File: config.mk
export PLATFORM = sky130hd
export DESIGN_NAME = param_data_memory_flat
export DESIGN_NICKNAME = d
export VERILOG_FILES = /design/src/rtl/mem_pkg.sv /design/src/rtl/param_data_memory_if.sv /design/src/rtl/mem_clear_seq.sv /design/src/rtl/param_data_memory.sv /design/src/flat_wrapper.sv
export SDC_FILE = /design/constraint.sdc
export NUM_CORES = 1
export LEC_CHECK = 0
export ABC_CLOCK_PERIOD_IN_PS = 2150
export CORE_UTILIZATION = 30
export DETAILED_ROUTE_END_ITERATION = 6
export SLEW_MARGIN = 20
export SYNTH_ARGS = -nofsm -noshare
export SYNTH_HDL_FRONTEND = slang
export SYNTH_SLANG_ARGS = --single-unit
File: constraint.sdc
create_clock -name clk -period 2.15 [get_ports clk]
set_input_delay 0.215 -clock clk [delete_from_list [all_inputs] [get_ports clk]]
set_output_delay 0.215 -clock clk [all_outputs]
set_load 0.01 [all_outputs]
File: src/rtl/mem_pkg.sv
// Shared types, default sizes and parity helper for param_data_memory.
package mem_pkg;

  typedef enum logic {
    CLEAR = 1'b0,
    READY = 1'b1
  } mem_state_t;

  localparam int unsigned DEF_DATA_W = 8;
  localparam int unsigned DEF_DEPTH  = 32;
  localparam int unsigned DEF_ADDR_W = $clog2(DEF_DEPTH);
  localparam int unsigned PAR_MAX_W  = 64;

  // Even-parity bit: makes the total count of ones (data + bit) even.
  function automatic logic even_parity(input logic [PAR_MAX_W-1:0] data);
    return ^data;
  endfunction

endpackage

File: src/rtl/param_data_memory_if.sv
// Request/response bus for param_data_memory.
// Optional parity ports exist only when PARAM_DATA_MEMORY_PARITY_EN is defined.
interface param_data_memory_if
  import mem_pkg::*;
#(
  parameter int unsigned DATA_W = DEF_DATA_W,
  parameter int unsigned ADDR_W = DEF_ADDR_W
);

  logic              req_valid;
  logic              req_ready;
  logic              req_we;
  logic [ADDR_W-1:0] req_addr;
  logic [DATA_W-1:0] req_wdata;
  logic              rsp_valid;
  logic [DATA_W-1:0] rsp_rdata;
  logic              busy;
`ifdef PARAM_DATA_MEMORY_PARITY_EN
  logic              inj_parity_flip;
  logic              rsp_parity_err;
`endif

`ifdef PARAM_DATA_MEMORY_PARITY_EN
  modport master (
    output req_valid, req_we, req_addr, req_wdata, inj_parity_flip,
    input  req_ready, rsp_valid, rsp_rdata, busy, rsp_parity_err
  );

  modport slave (
    input  req_valid, req_we, req_addr, req_wdata, inj_parity_flip,
    output req_ready, rsp_valid, rsp_rdata, busy, rsp_parity_err
  );
`else
  modport master (
    output req_valid, req_we, req_addr, req_wdata,
    input  req_ready, rsp_valid, rsp_rdata, busy
  );

  modport slave (
    input  req_valid, req_we, req_addr, req_wdata,
    output req_ready, rsp_valid, rsp_rdata, busy
  );
`endif

endinterface

File: src/rtl/mem_clear_seq.sv
// Post-reset clear sequencer: walks every word once, then hands the array to requests.
module mem_clear_seq
  import mem_pkg::*;
#(
  parameter int unsigned DEPTH  = DEF_DEPTH,
  parameter int unsigned ADDR_W = $clog2(DEPTH)
) (
  input  logic              clk,
  input  logic              rst,
  output logic              busy,
  output logic              clr_we,
  output logic [ADDR_W-1:0] clr_addr
);

  localparam logic [ADDR_W-1:0] LAST_ADDR = ADDR_W'(DEPTH - 1);

  mem_state_t state;

  always_ff @(posedge clk) begin
    if (rst) begin
      state    <= CLEAR;
      clr_addr <= '0;
    end else begin
      case (state)
        CLEAR: begin
          if (clr_addr == LAST_ADDR) begin
            state    <= READY;
            clr_addr <= '0;
          end else begin
            clr_addr <= clr_addr + ADDR_W'(1);
          end
        end
        READY: state <= READY;
      endcase
    end
  end

  // Clear writes are suppressed while reset is held so the walk always restarts at word 0.
  assign busy   = (state == CLEAR);
  assign clr_we = busy & ~rst;

endmodule

File: src/rtl/param_data_memory.sv
// Single-port data memory with valid/ready requests, 1-cycle registered reads and post-reset clear.
// Define PARAM_DATA_MEMORY_PARITY_EN to add per-word even parity with error injection/reporting.
module param_data_memory
  import mem_pkg::*;
#(
  parameter int unsigned       DATA_W    = DEF_DATA_W,
  parameter int unsigned       DEPTH     = DEF_DEPTH,
  parameter int unsigned       ADDR_W    = $clog2(DEPTH),
  parameter logic [DATA_W-1:0] CLEAR_VAL = '0
) (
  input logic                clk,
  input logic                rst,
  param_data_memory_if.slave bus
);

  localparam int unsigned CMP_W = ADDR_W + 1;

  logic              busy;
  logic              clr_we;
  logic [ADDR_W-1:0] clr_addr;

  mem_clear_seq #(
    .DEPTH  (DEPTH),
    .ADDR_W (ADDR_W)
  ) u_clear_seq (
    .clk      (clk),
    .rst      (rst),
    .busy     (busy),
    .clr_we   (clr_we),
    .clr_addr (clr_addr)
  );

  logic req_ready;
  logic accept;
  logic in_range;

  assign req_ready = ~busy & ~rst;
  assign accept    = bus.req_valid & req_ready;
  // Widened compare so DEPTH == 2**ADDR_W does not wrap to zero.
  assign in_range  = {1'b0, bus.req_addr} < CMP_W'(DEPTH);

  logic              wr_en;
  logic [ADDR_W-1:0] wr_addr;
  logic [DATA_W-1:0] wr_data;
`ifdef PARAM_DATA_MEMORY_PARITY_EN
  logic              wr_par;
`endif

  // Clear sequencer owns the write port while busy; otherwise accepted in-range writes.
  always_comb begin
    wr_en   = accept & bus.req_we & in_range;
    wr_addr = bus.req_addr;
    wr_data = bus.req_wdata;
`ifdef PARAM_DATA_MEMORY_PARITY_EN
    wr_par  = even_parity(PAR_MAX_W'(bus.req_wdata)) ^ bus.inj_parity_flip;
`endif
    if (clr_we) begin
      wr_en   = 1'b1;
      wr_addr = clr_addr;
      wr_data = CLEAR_VAL;
`ifdef PARAM_DATA_MEMORY_PARITY_EN
      wr_par  = even_parity(PAR_MAX_W'(CLEAR_VAL));
`endif
    end
  end

  logic [DATA_W-1:0] mem [DEPTH];
`ifdef PARAM_DATA_MEMORY_PARITY_EN
  logic              par_mem [DEPTH];
`endif

  always_ff @(posedge clk) begin
    if (wr_en) begin
      mem[wr_addr]     <= wr_data;
`ifdef PARAM_DATA_MEMORY_PARITY_EN
      par_mem[wr_addr] <= wr_par;
`endif
    end
  end

  logic              rsp_valid;
  logic [DATA_W-1:0] rsp_rdata;
`ifdef PARAM_DATA_MEMORY_PARITY_EN
  logic              rsp_parity_err;
`endif

  // Read response register; rdata holds between reads, out-of-range reads return zero.
  always_ff @(posedge clk) begin
    if (rst) begin
      rsp_valid      <= 1'b0;
      rsp_rdata      <= '0;
`ifdef PARAM_DATA_MEMORY_PARITY_EN
      rsp_parity_err <= 1'b0;
`endif
    end else if (accept && !bus.req_we) begin
      rsp_valid      <= 1'b1;
      rsp_rdata      <= in_range ? mem[bus.req_addr] : '0;
`ifdef PARAM_DATA_MEMORY_PARITY_EN
      rsp_parity_err <= in_range &&
                        (par_mem[bus.req_addr] != even_parity(PAR_MAX_W'(mem[bus.req_addr])));
`endif
    end else begin
      rsp_valid      <= 1'b0;
`ifdef PARAM_DATA_MEMORY_PARITY_EN
      rsp_parity_err <= 1'b0;
`endif
    end
  end

  assign bus.req_ready      = req_ready;
  assign bus.busy           = busy;
  assign bus.rsp_valid      = rsp_valid;
  assign bus.rsp_rdata      = rsp_rdata;
`ifdef PARAM_DATA_MEMORY_PARITY_EN
  assign bus.rsp_parity_err = rsp_parity_err;
`endif

endmodule

File: src/flat_wrapper.sv
// flat-port wrapper written by rule: the top's interface ports become plain ports
module param_data_memory_flat import mem_pkg::*;
#(
  parameter int unsigned       DATA_W    = DEF_DATA_W,
  parameter int unsigned       DEPTH     = DEF_DEPTH,
  parameter int unsigned       ADDR_W    = $clog2(DEPTH),
  parameter logic [DATA_W-1:0] CLEAR_VAL = '0
)
  (clk, rst, bus_req_valid, bus_req_we, bus_req_addr, bus_req_wdata, bus_req_ready, bus_rsp_valid, bus_rsp_rdata, bus_busy);
  param_data_memory_if #(.DATA_W(DATA_W), .ADDR_W(ADDR_W)) bus_i ();
  input logic clk;
  input logic rst;
  input wire logic [$bits(bus_i.req_valid)-1:0] bus_req_valid;
  input wire logic [$bits(bus_i.req_we)-1:0] bus_req_we;
  input wire logic [$bits(bus_i.req_addr)-1:0] bus_req_addr;
  input wire logic [$bits(bus_i.req_wdata)-1:0] bus_req_wdata;
  output wire logic [$bits(bus_i.req_ready)-1:0] bus_req_ready;
  output wire logic [$bits(bus_i.rsp_valid)-1:0] bus_rsp_valid;
  output wire logic [$bits(bus_i.rsp_rdata)-1:0] bus_rsp_rdata;
  output wire logic [$bits(bus_i.busy)-1:0] bus_busy;
  assign bus_i.req_valid = bus_req_valid;
  assign bus_i.req_we = bus_req_we;
  assign bus_i.req_addr = bus_req_addr;
  assign bus_i.req_wdata = bus_req_wdata;
  assign bus_req_ready = bus_i.req_ready;
  assign bus_rsp_valid = bus_i.rsp_valid;
  assign bus_rsp_rdata = bus_i.rsp_rdata;
  assign bus_busy = bus_i.busy;
  param_data_memory #(.DATA_W(DATA_W), .DEPTH(DEPTH), .ADDR_W(ADDR_W), .CLEAR_VAL(CLEAR_VAL)) u_core (.clk(clk), .rst(rst), .bus(bus_i));
endmodule
# After elaboration in Yosys (flattened, before gate mapping)
# Memory sizes are Yosys's and may differ from the RTL's. A register that Yosys moved wholly into a read port is not among the register bits.
# Index checks and enable logic that the tools add are counted.
# word_totals
regBits	7
ramBits	256
in_bits	17
mem_count	1
# mem_list
memory	words	width	rd	rd_clocked_by_memory_dff	write_ports	line	rtl
u_core.mem	32	8	1	1	1	param_data_memory.sv:67	logic [DATA_W-1:0] mem [DEPTH];
# classes
n_addsub	1
eq_ne	1
n_mux	9
n_bitwise	6
reduce_logical	2
# op_table
operator	count
5-bit 2-to-1 mux	2
8-bit 2-to-1 mux	1
5-bit by 1-bit adder with 5-bit output, second input constant	1
5-bit == test, second input constant	1
1-bit 2-to-1 mux	5
1-bit AND	4
1-bit inverter	2
1-bit case mux with 2 select lines	1
1-bit logical AND	1
1-bit logical NOT	1

# Depth between registers and ports, before layout
# logic_depth
depth_word	7
depth_mapped	8

# Hierarchy
# A second synthesis with hierarchy kept.
# unflattened
cells_unflattened	664
area_unflattened_um2	10925.5
# by_module_without_submodules
module	n_inst	cells_per_inst	area_each_um2
param_data_memory	1	634	10652.7
mem_clear_seq	1	30	272.8

# Worst setup path before layout
# OpenSTA, ideal clock, no wires.
# synth_timing
path_type	input port to flip-flop
start	input port rst
end	memory u_core.mem[0][0] in the netlist's numbering, data pin
setup_time_ns	0.359
arrival_ns	1.833
setup_slack_ns	-0.042
cell_stages	4
path_buffers	2
cell_sequence	clkbuf_1 > nor2_1 > clkbuf_1 > nor2b_1
# synth_between
elab_chain_len	3
# synth_lines
item	line	rtl
start: declaration	flat_wrapper.sv:12	input logic rst;
1-bit inverter	mem_clear_seq.sv:40	assign clr_we = busy & ~rst;
1-bit AND	mem_clear_seq.sv:40	
8-bit 2-to-1 mux	param_data_memory.sv:57	if (clr_we) begin
named net u_core.wr_data[0]	param_data_memory.sv:44	logic [DATA_W-1:0] wr_data;
end: declaration	param_data_memory.sv:67	
# The timed path passes the listed nets, and every way through them passes these cells.

==> out/qor.csv <==
metric,value,unit
cp-startpoint,bus_req_addr[2],
clock_path_buffers,3,
post-route-util,36.9,%
syn_inst,667,
cp-endpoint,u_core.bus.rsp_rdata[3]$_SDFFE_PP0P_,
hp-class,primary input to flip-flop,
switching_share,21.1,%
crit_arrival,2.48,ns
clk_pin_slew,0.06,ns
detail-route-antenna-nets,0,
synthTopCellsByCount,"edfxtp_1, mux2i_1, a22oi_1",
grt_pass1_wl,37.9,mm
drt-total-wl,25.3,mm
r2r_start,u_core.u_clear_seq.state$_SDFF_PP0_,
yosys-top-cells-area,"edfxtp_1, mux2i_1, a22oi_1",
cts_tree,yes,
synth_cell_types,36,
slew_headroom,54.2,%
drv_slew,0,
r2r_end,u_core.mem[20][0]$_DFFE_PP_,
overflow,0,
period_needed,2.04,ns
grt_max_degree,33,
outcome,"finished, violations left",
start_util,30.7,%
powerDensity,822,nW/µm²
worstMarginPinSlew,0.686,ns
synth_compound_area_share,7.77,%
ioPinCount,28,
internal-power,8.59,mW
viasPerCell,4.91,
core.rowCount,69,
cts_hold_buf,0,
clock_latency,0.52,ns
core_area,35800,µm²
synth_top_family_by_area,multiplexers,
h-tree-depth,1,
antenna_found_initial,1,
muxShareOfSynthArea,12.0,%
ff2ff_path_depth,5,
drt-pass1-iter-count,7,
synth.most_common_cell,edfxtp_1,
cap_violations,0,
die_h,193,µm
setup_viol,0,
vias,6134,
syn-cell-area,11000,µm²
start_kind,primary input,
post-route-period-util,95.1,%
fin_cells,1250,
end_kind,flip-flop,
place.gp.congestion,0.828,
synth-edff-count,256,
crit_required,2.59,ns
synth_adder_area_share,0.228,%
power_switching,2.29,mW
r2r_slack,0.19,ns
drive_above_1_share,18.9,%
ir_drop,0.000398,V
synth_top_cell_area_share,70.0,%
rsz0062_at_grt,no,
grtUsageTotal,13.4,%
final_net_count,788,
area_growth,20.4,%
cts_root_buffer,clkbuf_16,
p_clk_share,39.7,%
die_x,193,µm
post-cts-setup-buffers,0,
max_freq,489,MHz
port_buffers,27,
finalHoldViolCount,0,
dp_hpwl,16.7,mm
post_drt_wl_per_cell,20.3,µm
synth_area_leader_cell,edfxtp_1,
yosysWarningCount,0,
cts.sinks,271,
synth_xor_area_share,0,%
p_comb_share,6.6,%
drc_errors,2,
numCtsBuffers,27,
p_seq_share,53.7,%
p_leak,4.61,nW
synth_nets,686,
timing_worst_setup_path_type,primary input to flip-flop,
path_max_fanout,24,
grt_pass1_vias,5973,
placedCellCount,1201,
synthSimpleGateAreaFrac,4.20,%
yosysSeqAreaShare,72.7,%
avgSynthCellArea,16.5,µm²
fin_skew,0.0168,ns
dieArea,37400,µm²
synth_seq_cells,271,
synthArstFlopShare,0,%
drt_iter0_markers,452,
insertedDiodeCount,0,
yosys_most_used_dff,edfxtp_1,
violations,design-rule violations,
hold_slack,0.516,ns
[stage by stage]
stage	power, mW	TNS [ns]	cell area, µm²	setup slack, ns
after floorplan	6.36	-10.73	11000	-0.0419
after global placement	6.67	-38.80	12400	-0.406
after detailed placement	6.68	-34.89	12400	-0.451
after CTS	10.9	0	13200	0.0232
after global routing	11.2	0	13200	0.00184
final	10.9	0	13200	0.105
[cells by family (layout without fill, tap and decap cells)]
kind of cell,after synthesis,in the layout
adder cells (fa/ha/maj),2,2
multiplexers,132,132
AO/OA/AOI/OAI,120,120
flip-flops,271,271
AND/OR/NAND/NOR,97,97
buffers and inverters,45,167
[registers in the layout, summed over array words and instances (netlist names)]
signal / cells
u_core.bus.rsp_valid: 1
u_core.u_clear_seq.state: 1
u_core.u_clear_seq.clr_addr: 5
u_core.bus.rsp_rdata: 8
u_core.mem: 256
[cell usage in the layout (no fill, tap or decap), types with 7 or more instances in the layout]
master	netlist	final
clkdlybuf4s50_1	0	26
edfxtp_1	256	256
or4_1	8	8
nand2_1	7	7
a22oi_1	64	63
nor2_1	56	51
dfxtp_1	15	15
clkbuf_16	0	27
buf_4	2	71
buf_12	3	16
mux2i_1	131	131
nor2b_2	0	10
clkbuf_1	15	15
a211oi_2	8	8
a21oi_1	36	36
[layout make-up]
cell class	instances	area (µm²)
fillers	3304	22600
flip-flops and latches	271	7990
multi-input cells	351	2720
repair buffers	114	1120
clock buffers	46	787
well taps	461	577
clock inverters	3	18.8
inverters	4	15.0
[how the worst min path moves through the flow]
| stage | depth (start not counted) | end | slack (ns) | from |
|---|---|---|---|---|
| 6_report | 3 | u_core.bus.rsp_valid$_SDFF_PP0_ | 0.52 | bus_req_valid |
| 5_1_grt | 3 | u_core.bus.rsp_valid$_SDFF_PP0_ | 0.53 | bus_req_valid |
| 4_1_cts | 3 | u_core.bus.rsp_valid$_SDFF_PP0_ | 0.49 | bus_req_valid |
| 3_5_place_dp | 2 | u_core.bus.rsp_rdata[2]$_SDFFE_PP0P_ | 0.56 | u_core.bus.rsp_rdata[2]$_SDFFE_PP0P_ |
| 3_3_place_gp | 2 | u_core.u_clear_seq.clr_addr[3]$_SDFFE_PP0N_ | 0.56 | u_core.u_clear_seq.clr_addr[1]$_SDFFE_PP0N_ |
| 2_1_floorplan | 3 | u_core.bus.rsp_rdata[1]$_SDFFE_PP0P_ | 0.48 | bus_req_we |
[power groups by stage]
| stage | clock network [mW] | logic (mW) | registers, mW |
|---|---|---|---|
| after floorplan | 0 | 0.408 | 5.95 |
| after global placement | 0 | 0.717 | 5.95 |
| after detailed placement | 0 | 0.722 | 5.95 |
| after CTS | 4.38 | 0.726 | 5.84 |
| after global routing | 4.58 | 0.772 | 5.84 |
| final | 4.32 | 0.723 | 5.84 |
[per-layer routing]
metal / track usage [%] / vias up / wire length (µm)
met5: 0 / - / 13
met2: 21.5 / 168 / 11700
met4: 3.61 / 2 / 580
met1: 18.6 / 3090 / 11700
met3: 2.32 / 43 / 1320
li1: - / 2831 / -
[timing repair]
item / CTS / global route
resized for setup: 1 / 3
endpoints found under the setup margin: 8 / 17
hold endpoints to repair: 0 / 0
[worst max-delay path, stage by stage]
cell             delay [ns]
clkdlybuf4s50_1        0.46
buf_4                  0.21
nor2b_2                0.24
buf_12                 0.19
a22oi_1                0.29
a21oi_1                0.10
or4_1                  0.54
a211oi_2               0.22
(Power assumes the default switching activity.)
